$ cat src/rtl/pt_byte_packer.sv
// Byte-serial plaintext packer: gathers up to NBYTES bytes MSB-first into one frame
// and hands the frame plus its real-byte count to the encryption stage.
module pt_byte_packer #(
  parameter int unsigned NBYTES = 31
) (
  input  logic                  clk,
  input  logic                  rst_n,
  input  logic                  in_valid,
  output logic                  in_ready,
  input  logic [7:0]            in_byte,
  input  logic                  in_last,
  output logic                  out_valid,
  input  logic                  out_ready,
  output logic [8*NBYTES-1:0]   out_text,
  output logic [4:0]            out_count
);

  localparam int unsigned FRAME_W = 8 * NBYTES;
  localparam int unsigned CNT_W   = 5;
  localparam logic [CNT_W-1:0] LAST_IDX = CNT_W'(NBYTES - 1);

  typedef enum logic {
    FILL = 1'b0,
    HOLD = 1'b1
  } state_e;

  state_e               state_q, state_d;
  logic [CNT_W-1:0]     idx_q, idx_d;
  logic [FRAME_W-1:0]   text_q, text_d;
  logic [CNT_W-1:0]     count_q, count_d;
  logic                 valid_q, valid_d;
  logic                 xfer_c;

  // in_ready decodes straight from state so it reads 1 during reset
  assign in_ready  = (state_q == FILL);
  assign xfer_c    = in_valid && in_ready;
  assign out_valid = valid_q;
  assign out_text  = text_q;
  assign out_count = count_q;

  // Next-state: fill bytes at idx, close on last index or in_last, clear on hand-off
  always_comb begin
    state_d = state_q;
    idx_d   = idx_q;
    text_d  = text_q;
    count_d = count_q;
    valid_d = valid_q;
    case (state_q)
      FILL: begin
        if (xfer_c) begin
          for (int unsigned k = 0; k < NBYTES; k++) begin
            if (idx_q == CNT_W'(k)) text_d[FRAME_W-1-8*k -: 8] = in_byte;
          end
          idx_d = idx_q + CNT_W'(1);
          if (in_last || (idx_q == LAST_IDX)) begin
            state_d = HOLD;
            valid_d = 1'b1;
            count_d = idx_q + CNT_W'(1);
            idx_d   = '0;
          end
        end
      end
      HOLD: begin
        if (out_ready) begin
          state_d = FILL;
          valid_d = 1'b0;
          idx_d   = '0;
          text_d  = '0;
          count_d = '0;
        end
      end
      default: begin
        state_d = FILL;
        idx_d   = '0;
        text_d  = '0;
        count_d = '0;
        valid_d = 1'b0;
      end
    endcase
  end

  always_ff @(posedge clk or negedge rst_n) begin
    if (!rst_n) begin
      state_q <= FILL;
      idx_q   <= '0;
      text_q  <= '0;
      count_q <= '0;
      valid_q <= 1'b0;
    end else begin
      state_q <= state_d;
      idx_q   <= idx_d;
      text_q  <= text_d;
      count_q <= count_d;
      valid_q <= valid_d;
    end
  end

endmodule

$ cat config.mk
export PLATFORM = sky130hd
export DESIGN_NAME = pt_byte_packer
export DESIGN_NICKNAME = d
export VERILOG_FILES = /design/src/rtl/pt_byte_packer.sv
export SDC_FILE = /design/constraint.sdc
export NUM_CORES = 1
export LEC_CHECK = 0
export ABC_AREA = 0
export ABC_CLOCK_PERIOD_IN_PS = 1900
export CAP_MARGIN = 20
export CORE_MARGIN = 8
export CORE_UTILIZATION = 49
export CTS_BUF_LIST = sky130_fd_sc_hd__clkbuf_8
export DETAILED_ROUTE_END_ITERATION = 10
export DONT_BUFFER_PORTS = 1
export PLACE_DENSITY = 0.69
export SYNTH_ARGS = -nofsm -noshare
export SYNTH_HDL_FRONTEND = slang
export SYNTH_SLANG_ARGS = --single-unit
$ cat constraint.sdc
create_clock -name clk -period 1.9 [get_ports clk]
set_input_delay 0 -clock clk [delete_from_list [all_inputs] [get_ports clk]]
set_output_delay 0 -clock clk [all_outputs]
set_load 0.01 [all_outputs]
# Word level (Yosys, flattened, before mapping)
# Cells that the tools add are included.
# W data, S select, Z words.
# word_totals
reg_bits	260
output_inout_bits	255
in_bits	13
# classes
bitwise_logic	1
muxes	49
eq_ne	64
n_addsub	1
reduce_logical	36
# ops
op	n
$mux W248	2
$pmux W248 S2	1
$mux W8	31
$reduce_and A3 Y1	32
$eq A5 B5 Y1 const B	15
$ne A2 B1 Y1 const B	33
$eq A5 B4 Y1 const B	8
$mux W5	5
$eq A5 B3 Y1 const B	4
$pmux W5 S2	2
$eq A5 B2 Y1 const B	2
$mux W1	6
$add A5 B1 Y5 const B	1
$eq A5 B1 Y1 const B	1
$logic_not A5 Y1	1
$pmux W1 S2	2
$ne A2 B2 Y1 const B	1
$reduce_and A2 Y1	1
$logic_and A1 B1 Y1	1
$logic_or A1 B1 Y1	1
$not A1 Y1	1

# Longest topological paths before layout
# Gate-level depths: netlist of the first run.
# logic_depth
depth_word	5
mapped_depth	7
mapped_depth_nobuf	5

# Worst setup path after synthesis of the first run
# Ideal clock, no wire load.
# synth_path
kind	register to register
start	register idx_q[0]
end	register text_q[127] (netlist: out_text[127])
setup_ns	0.139
required_time_ns	1.761
stages_incl_launch_ff	8
period_less_slack_ns	1.720
arrival_ns	1.581
setup_slack_ns	0.180
cell_sequence	dfrtp_1 > ha_1 > clkbuf_1 > and3_1 > ha_1 > a22o_1 > buf_2 > mux2i_1
# synth_via
elab_chain_cells	3
# synth_lines
element	line_no	rtl
start: declaration	28	logic [CNT_W-1:0] idx_q, idx_d;
start signal: assignment	91	idx_q <= idx_d;
$eq A5 B4 Y1	52	if (idx_q == CNT_W'(k)) text_d[FRAME_W-1-8*k -: 8] = in_byte;
$ne A2 B1 Y1 (no source line)	n/a	
$reduce_and A3 Y1 (no source line)	n/a	
end signal: assignment	92	text_q <= text_d;
end: declaration	29	logic [FRAME_W-1:0] text_q, text_d;
# No other way between the ends.
# A chain may end at the register's enable or synchronous reset.

# Final worst setup path of the first run
# layout_path
start	register idx_q[0]
end	register text_q[196] (netlist: out_text[196])
# layout_via
elab_chain_cells	3
# layout_lines
element	line_no
$eq A5 B3 Y1	52
$ne A2 B1 Y1 (no source line)	n/a
$reduce_and A3 Y1 (no source line)	n/a
# No other way between the ends.

==> results.json, run 1 <==
{
  "worstPathRequired_ns": 2.35,
  "post_synth_instance_area_um2": 11000,
  "cellLeakagePower_nw": 6.09,
  "setup_viol": 0,
  "antenna_violations_before_repair": 0,
  "synthDominantAreaCellType": "sky130_fd_sc_hd__dfrtp_1",
  "drive_above_1_share_pct": 16.3,
  "growth_of_design_area_from_synthesis_to_finish_pct": 14.7,
  "grt_setup_unrepaired": "yes",
  "final.hold.worst_slack_ns": -0.825,
  "clkSlewWorstSetupHoldPaths_ns": 0.07,
  "synthDistinctLibCells": 41,
  "insertion_delay_ns": 0.55,
  "drc_errors": 0,
  "timing.fmax_mhz": 551,
  "place.port_buffers": 0,
  "yosys_warnings": 0,
  "synthCells": 977,
  "grt_usage_pct": 23.9,
  "stdcell_count": 1302,
  "first_global_vias": 7898,
  "die_height_um": 166,
  "power.density_cell_area_nw_per_um2": 992,
  "worst_hold_path_type": "input port to asynchronous set/reset pin",
  "core_region_area_um2": 21900,
  "yosysTopAreaCellShare_pct": 59.3,
  "clock_tree_from_tritoncts": "built",
  "firstDrtPassIters": 5,
  "start_kind": "flip-flop",
  "period_needed_ns": 1.82,
  "floorplan.initialDensity_pct": 50.1,
  "worst_ir_drop_vdd_mv": 0.576,
  "detailed_placer_s_ending_hpwl_um": 21200,
  "finalCritPeriodShare_pct": 95.6,
  "clock_path_buffers": 3,
  "synthesis.area_per_instance_um2": 11.2,
  "timing.final.hold_violations": 260,
  "timing.slew.headroom_pct": 53.9,
  "grt_max_degree": 261,
  "arrival_ns": 2.26,
  "reported_max_cap_violation_count": 0,
  "boundaryPins": 268,
  "detail_route.iter0.violations": 738,
  "fp.dieArea_um2": 27400,
  "timing.critical_path.fanout_max": 19,
  "timing_max_transition_violations_final": 0,
  "place_inst": 1212,
  "critical_path.endpoint_type": "flip-flop",
  "critical_path_cell_sequence": "inv_1, ha_1, nand3b_1, buf_12, or2_1, mux2i_1",
  "routed-via-count": 7975,
  "yosys_register_bits": 260,
  "async_reset_ff_share_pct": 100,
  "numClockSinks": 260,
  "grt_first_pass_wirelength_um": 50200,
  "gp_congestion": 0.802,
  "worstMarginPinSlew_ns": 0.691,
  "run_status": "finished, violations left",
  "wl_um": 33600,
  "timing_worst_setup_path_type": "flip-flop to flip-flop",
  "dpl-instance-area_um2": 11500,
  "post-synth-top-count-cell": "sky130_fd_sc_hd__dfrtp_1",
  "detail_routed_via_count_per_cell": 6.13,
  "synth_sequential_area_ratio_pct": 59.3,
  "fin_nets": 1006,
  "slowest_delay_ns": 0.41,
  "placementRows": 54,
  "avgRoutedWirePerCell_um": 25.8,
  "postSynth.topFlopCell": "sky130_fd_sc_hd__dfrtp_1",
  "cts-htree-levels": 2,
  "failed_checks": "negative hold slack",
  "synth.top_cells.by_count": "260 x sky130_fd_sc_hd__dfrtp_1, 126 x sky130_fd_sc_hd__o211ai_1, 124 x sky130_fd_sc_hd__nand2_1",
  "syn-num-nets": 995,
  "tritoncts.num_buffers": 42,
  "die_w_um": 166,
  "synth_top_cells_by_area": "sky130_fd_sc_hd__dfrtp_1 59%, sky130_fd_sc_hd__mux2i_1 10%, sky130_fd_sc_hd__o211ai_1 8.6%",
  "ctsRootBufferMaster": "sky130_fd_sc_hd__clkbuf_8",
  "grt_overflow": 0,
  "cpMaxStageDelayCell": "sky130_fd_sc_hd__dfrtp_1",
  "synth_edf_count": 0,
  "finish.instance_area_um2": 12600,
  "final_antenna_net_count": 0,
  "clock_skew_ns": 0.0194
}
[critical path, delay by kind of cell, from the launching register on]
kind          cells  cell delay (ns)
mux               1             0.24
simple gates      2             0.55
flops             1             0.41
buf+inv           2             0.27
fa+ha+maj         1             0.25
[final timing paths]
| path | startpoint | slack, ns | cells past startpoint | end |
|---|---|---|---|---|
| worst min register to register | out_text[124] | 0.58 | 2 | out_text[124] |
| max in group asynchronous | rst_n | 2.16 | 0 | out_text[181] |
| worst max register to register | idx_q[0] | 0.08 | 6 | out_text[196] |
| min in group clk | in_valid | 0.05 | 3 | out_text[131] |
| worst min-delay path | rst_n | -0.82 | 0 | out_text[66] |
| worst max-delay path | idx_q[0] | 0.08 | 6 | out_text[196] |
[placed cells by master (no fill, tap or decap), types with 2 or more instances in the layout]
cell type / count
sky130_fd_sc_hd__nand2b_4: 2
sky130_fd_sc_hd__nor2_1: 3
sky130_fd_sc_hd__clkinv_2: 7
sky130_fd_sc_hd__nand4b_1: 2
sky130_fd_sc_hd__o211ai_1: 126
sky130_fd_sc_hd__ha_1: 5
sky130_fd_sc_hd__nand3_1: 12
sky130_fd_sc_hd__nand2_2: 2
sky130_fd_sc_hd__inv_1: 17
sky130_fd_sc_hd__or3_1: 3
sky130_fd_sc_hd__buf_12: 10
sky130_fd_sc_hd__or2_2: 2
sky130_fd_sc_hd__buf_4: 56
sky130_fd_sc_hd__clkbuf_8: 63
sky130_fd_sc_hd__mux2i_1: 110
sky130_fd_sc_hd__nand3b_1: 4
sky130_fd_sc_hd__o21ai_0: 39
sky130_fd_sc_hd__o21ai_1: 109
sky130_fd_sc_hd__dfrtp_1: 260
sky130_fd_sc_hd__o211ai_2: 10
sky130_fd_sc_hd__bufinv_16: 2
sky130_fd_sc_hd__nand2b_1: 2
sky130_fd_sc_hd__or2_1: 12
sky130_fd_sc_hd__and3_1: 2
sky130_fd_sc_hd__dlygate4sd3_1: 12
sky130_fd_sc_hd__or2_0: 4
sky130_fd_sc_hd__nand2_1: 122
sky130_fd_sc_hd__nor2_2: 2
[where the power goes]
part           leakage (nW)  internal, mW  switching, mW
registers              3.60          5.74          0.287
logic                  1.96         0.323          0.668
clock network         0.530          3.20           2.28
[layer usage]
layer	track usage (%)	wire [um]
met1	30.3	13200
met4	9.70	1020
met5	0	0
met3	8.11	3340
met2	37.1	16100
[layout make-up]
cell class	instances	area [um2]
clock inverter	14	118
fill	1857	9310
multi-input combinational	593	3950
clock buffer	63	867
tap	280	350
inverter	13	48.8
sequential	260	6510
timing repair buffer	78	741
antenna	1	2.50
[stage by stage]
| stage | setup slack (ns) | setup TNS (ns) | util [%] | total power, mW | hold slack (ns) |
|---|---|---|---|---|---|
| 3_3_place_gp | 0.0788 | 0 | 52.4 | 7.06 | -0.284 |
| 5_1_grt | -0.00828 | -0.0304 | 57.5 | 12.9 | -0.864 |
| 3_5_place_dp | 0.0286 | 0 | 52.4 | 7.08 | -0.285 |
| 6_report | 0.0843 | 0 | 57.5 | 12.5 | -0.825 |
| 2_1_floorplan | 0.180 | 0 | - | 6.63 | -0.296 |
| 4_1_cts | 0.00563 | 0 | 57.4 | 12.6 | -0.873 |
[timing repair]
item	in CTS	in global routing
endpoints found under the setup margin	0	92
gates resized for setup	0	14
buffers inserted	0	0
endpoints found under the hold margin	501	268
hold buffers	11	1
[sequential cells by signal, indices dropped and copies added (netlist names)]
register	flops
state_q	1
out_valid	1
out_text	248
idx_q	5
out_count	5
[cells by family after synthesis]
group           Yosys count  synth area share [%]
flops                   260                  59.3
compound gates          290                  17.0
fa+ha+maj                 5                 0.571
buf+inv                 124                  4.85
simple gates            186                  8.03
mux                     110                  10.0
xor+xnor                  2                 0.160
(Power assumes the default switching activity.)
==> inputs of run 2 (changes only) <==
CELL_PAD_IN_SITES_DETAIL_PLACEMENT = 0   (was not set)
CELL_PAD_IN_SITES_GLOBAL_PLACEMENT = 1   (was not set)
CTS_BUF_LIST = sky130_fd_sc_hd__clkbuf_16   (was sky130_fd_sc_hd__clkbuf_8)
PLACE_DENSITY = 0.84   (was 0.69)
==> run 2 against run 1 <==
Against the previous run:
- critical endpoint is now out_text[222]
- design area fell by 0.60%
- clock skew rose by 0.0035 ns
- power fell by 0.52%
- clock-buffer cell count fell by 36
- global-route usage fell by 0.32 points
- register-to-register slack improved by 0.04 ns
- the run still ends with negative hold slack left
- sequential power barely moved
- first-iteration DRC count rose by 4.6%
- die area did not move
- sequential cell count did not move
==> results.json, run 2 (synthesis results as in run 1) <==
{
  "run_status": "finished, violations left",
  "failed_checks": "negative hold slack",
  "die_height_um": 166,
  "final.hold.worst_slack_ns": -0.820,
  "fp.dieArea_um2": 27400,
  "numClockSinks": 260,
  "fillCellCount": 1838,
  "start_kind": "flip-flop",
  "growth_of_design_area_from_synthesis_to_finish_pct": 14.0,
  "clock_skew_ns": 0.0229,
  "finish.instance_area_um2": 12500,
  "core_region_area_um2": 21900,
  "reported_max_cap_violation_count": 0,
  "antenna_violations_before_repair": 0,
  "timing.critical_path.fanout_max": 27,
  "gp_congestion": 0.801,
  "arrival_ns": 2.17,
  "totalNegativeSetupSlack_ns": 0,
  "post-route-worst-setup-slack_ns": 0.122,
  "path_buf_inv": 1,
  "placementRows": 54,
  "firstDrtPassIters": 5,
  "max_reg_flops": 248,
  "clkSlewWorstSetupHoldPaths_ns": 0.06,
  "power.density_cell_area_nw_per_um2": 993,
  "clock_tree_from_tritoncts": "built",
  "place.port_buffers": 0,
  "critical_path.endpoint_type": "flip-flop",
  "boundaryPins": 268,
  "timing.fmax_mhz": 562,
  "routed-via-count": 7818,
  "dp_slack_ns": 0.0434,
  "grt_max_degree": 261,
  "insertion_delay_ns": 0.54,
  "timing_max_transition_violations_final": 0,
  "grt_first_pass_wirelength_um": 49900,
  "worst_ir_drop_vdd_mv": 0.629,
  "finalCritPeriodShare_pct": 93.6,
  "grt_setup_unrepaired": "no",
  "detail_route.iter0.violations": 772,
  "multiInputGateArea_um2": 3950,
  "slowest_delay_ns": 0.42,
  "worstMarginPinSlew_ns": 0.620,
  "die_w_um": 166,
  "ctsRootBufferMaster": "sky130_fd_sc_hd__clkbuf_16",
  "timing.final.hold_violations": 260,
  "tritoncts.num_buffers": 27,
  "avgRoutedWirePerCell_um": 26.0,
  "final_antenna_net_count": 0,
  "dpl-instance-area_um2": 11500,
  "detail_routed_via_count_per_cell": 6.15,
  "cts-htree-levels": 1,
  "insertedDiodeCount": 0,
  "seqCellArea_um2": 6510,
  "timing.slew.headroom_pct": 58.7,
  "clock_path_buffers": 3,
  "design_power_total_mw": 12.4,
  "post-cts-setup-buffers": 0,
  "drc_errors": 0,
  "grt_overflow": 0,
  "drive_above_1_share_pct": 12.9,
  "fin_nets": 990,
  "cellLeakagePower_nw": 6.01,
  "mostFrequentLayoutCells": "260 x sky130_fd_sc_hd__dfrtp_1, 126 x sky130_fd_sc_hd__o211ai_1, 122 x sky130_fd_sc_hd__nand2_1",
  "worst_hold_path_type": "input port to asynchronous set/reset pin",
  "detailed_placer_s_ending_hpwl_um": 21800,
  "layout_commonest_cell": "sky130_fd_sc_hd__dfrtp_1",
  "grt_usage_pct": 23.6,
  "worstPathRequired_ns": 2.29,
  "first_global_vias": 7952,
  "wl_um": 33100,
  "cts_hold_buffers": 11,
  "floorplan.initialDensity_pct": 50.1,
  "final_core_util_pct": 57.1,
  "setup_viol": 0,
  "period_needed_ns": 1.78,
  "cpMaxStageDelayCell": "sky130_fd_sc_hd__dfrtp_1",
  "timing_worst_setup_path_type": "flip-flop to flip-flop",
  "critical_path_cell_sequence": "ha_1, nand3b_1, buf_4, or2_0, o21ai_1",
  "cp_top_family": "simple AND/OR/NAND/NOR gates"
}
## run 2: per-stage QoR
| step | std cells | hold slack, ns |
|---|---|---|
| final | 1271 | -0.820 |
| after global routing | 1271 | -0.846 |
| after CTS | 1271 | -0.847 |
| after detailed placement | 1212 | -0.286 |
| after global placement | 1212 | -0.286 |
| after floorplan | 977 | -0.296 |
## run 2: routing by layer
layer	track usage (%)	vias up	wire [um]
met4	7.14	0	930
met1	29.4	3989	12800
li1	-	3450	-
met2	37.8	323	15600
met5	0	-	0
met3	8.75	56	3740
## run 2: power by group
group / switching (mW) / internal (mW)
Combinational: 0.664 / 0.318
Clock: 2.18 / 3.25
Sequential: 0.280 / 5.74
## run 2: worst reg2reg max path, cell delays in order, from the launching register on
cell and delay (ns):
sky130_fd_sc_hd__dfrtp_1 0.42, sky130_fd_sc_hd__ha_1 0.26, sky130_fd_sc_hd__nand3b_1 0.11, sky130_fd_sc_hd__buf_4 0.32
sky130_fd_sc_hd__or2_0 0.43, sky130_fd_sc_hd__o21ai_1 0.11
## run 2: what timing repair did
| action | 4_1_cts | 5_1_grt |
|---|---|---|
| endpoints found under the setup margin | 0 | 31 |
| gates resized for setup | 0 | 8 |
| hold endpoints to repair | 509 | 260 |
## run 2: path summary, 6_finish.rpt
kind / start / to / slack, ns / cells past startpoint
max reg2reg: idx_q[0] / out_text[222] / 0.12 / 5
min: rst_n / out_text[173] / -0.82 / 0
min in group clk: in_valid / out_text[5] / 0.06 / 4
min reg2reg: out_text[122] / out_text[122] / 0.57 / 2
max in group asynchronous: rst_n / out_text[7] / 2.39 / 0
max: idx_q[0] / out_text[222] / 0.12 / 5
## run 2: area by class of cell
cell class | instances | share of cell area [%]
clock buffers | 27 | 5.40
clock inverters | 21 | 1.79
well taps | 280 | 2.80
repair buffers | 77 | 6.04
multi-input cells | 593 | 31.5
flip-flops and latches | 260 | 52.0
inverters | 13 | 0.390
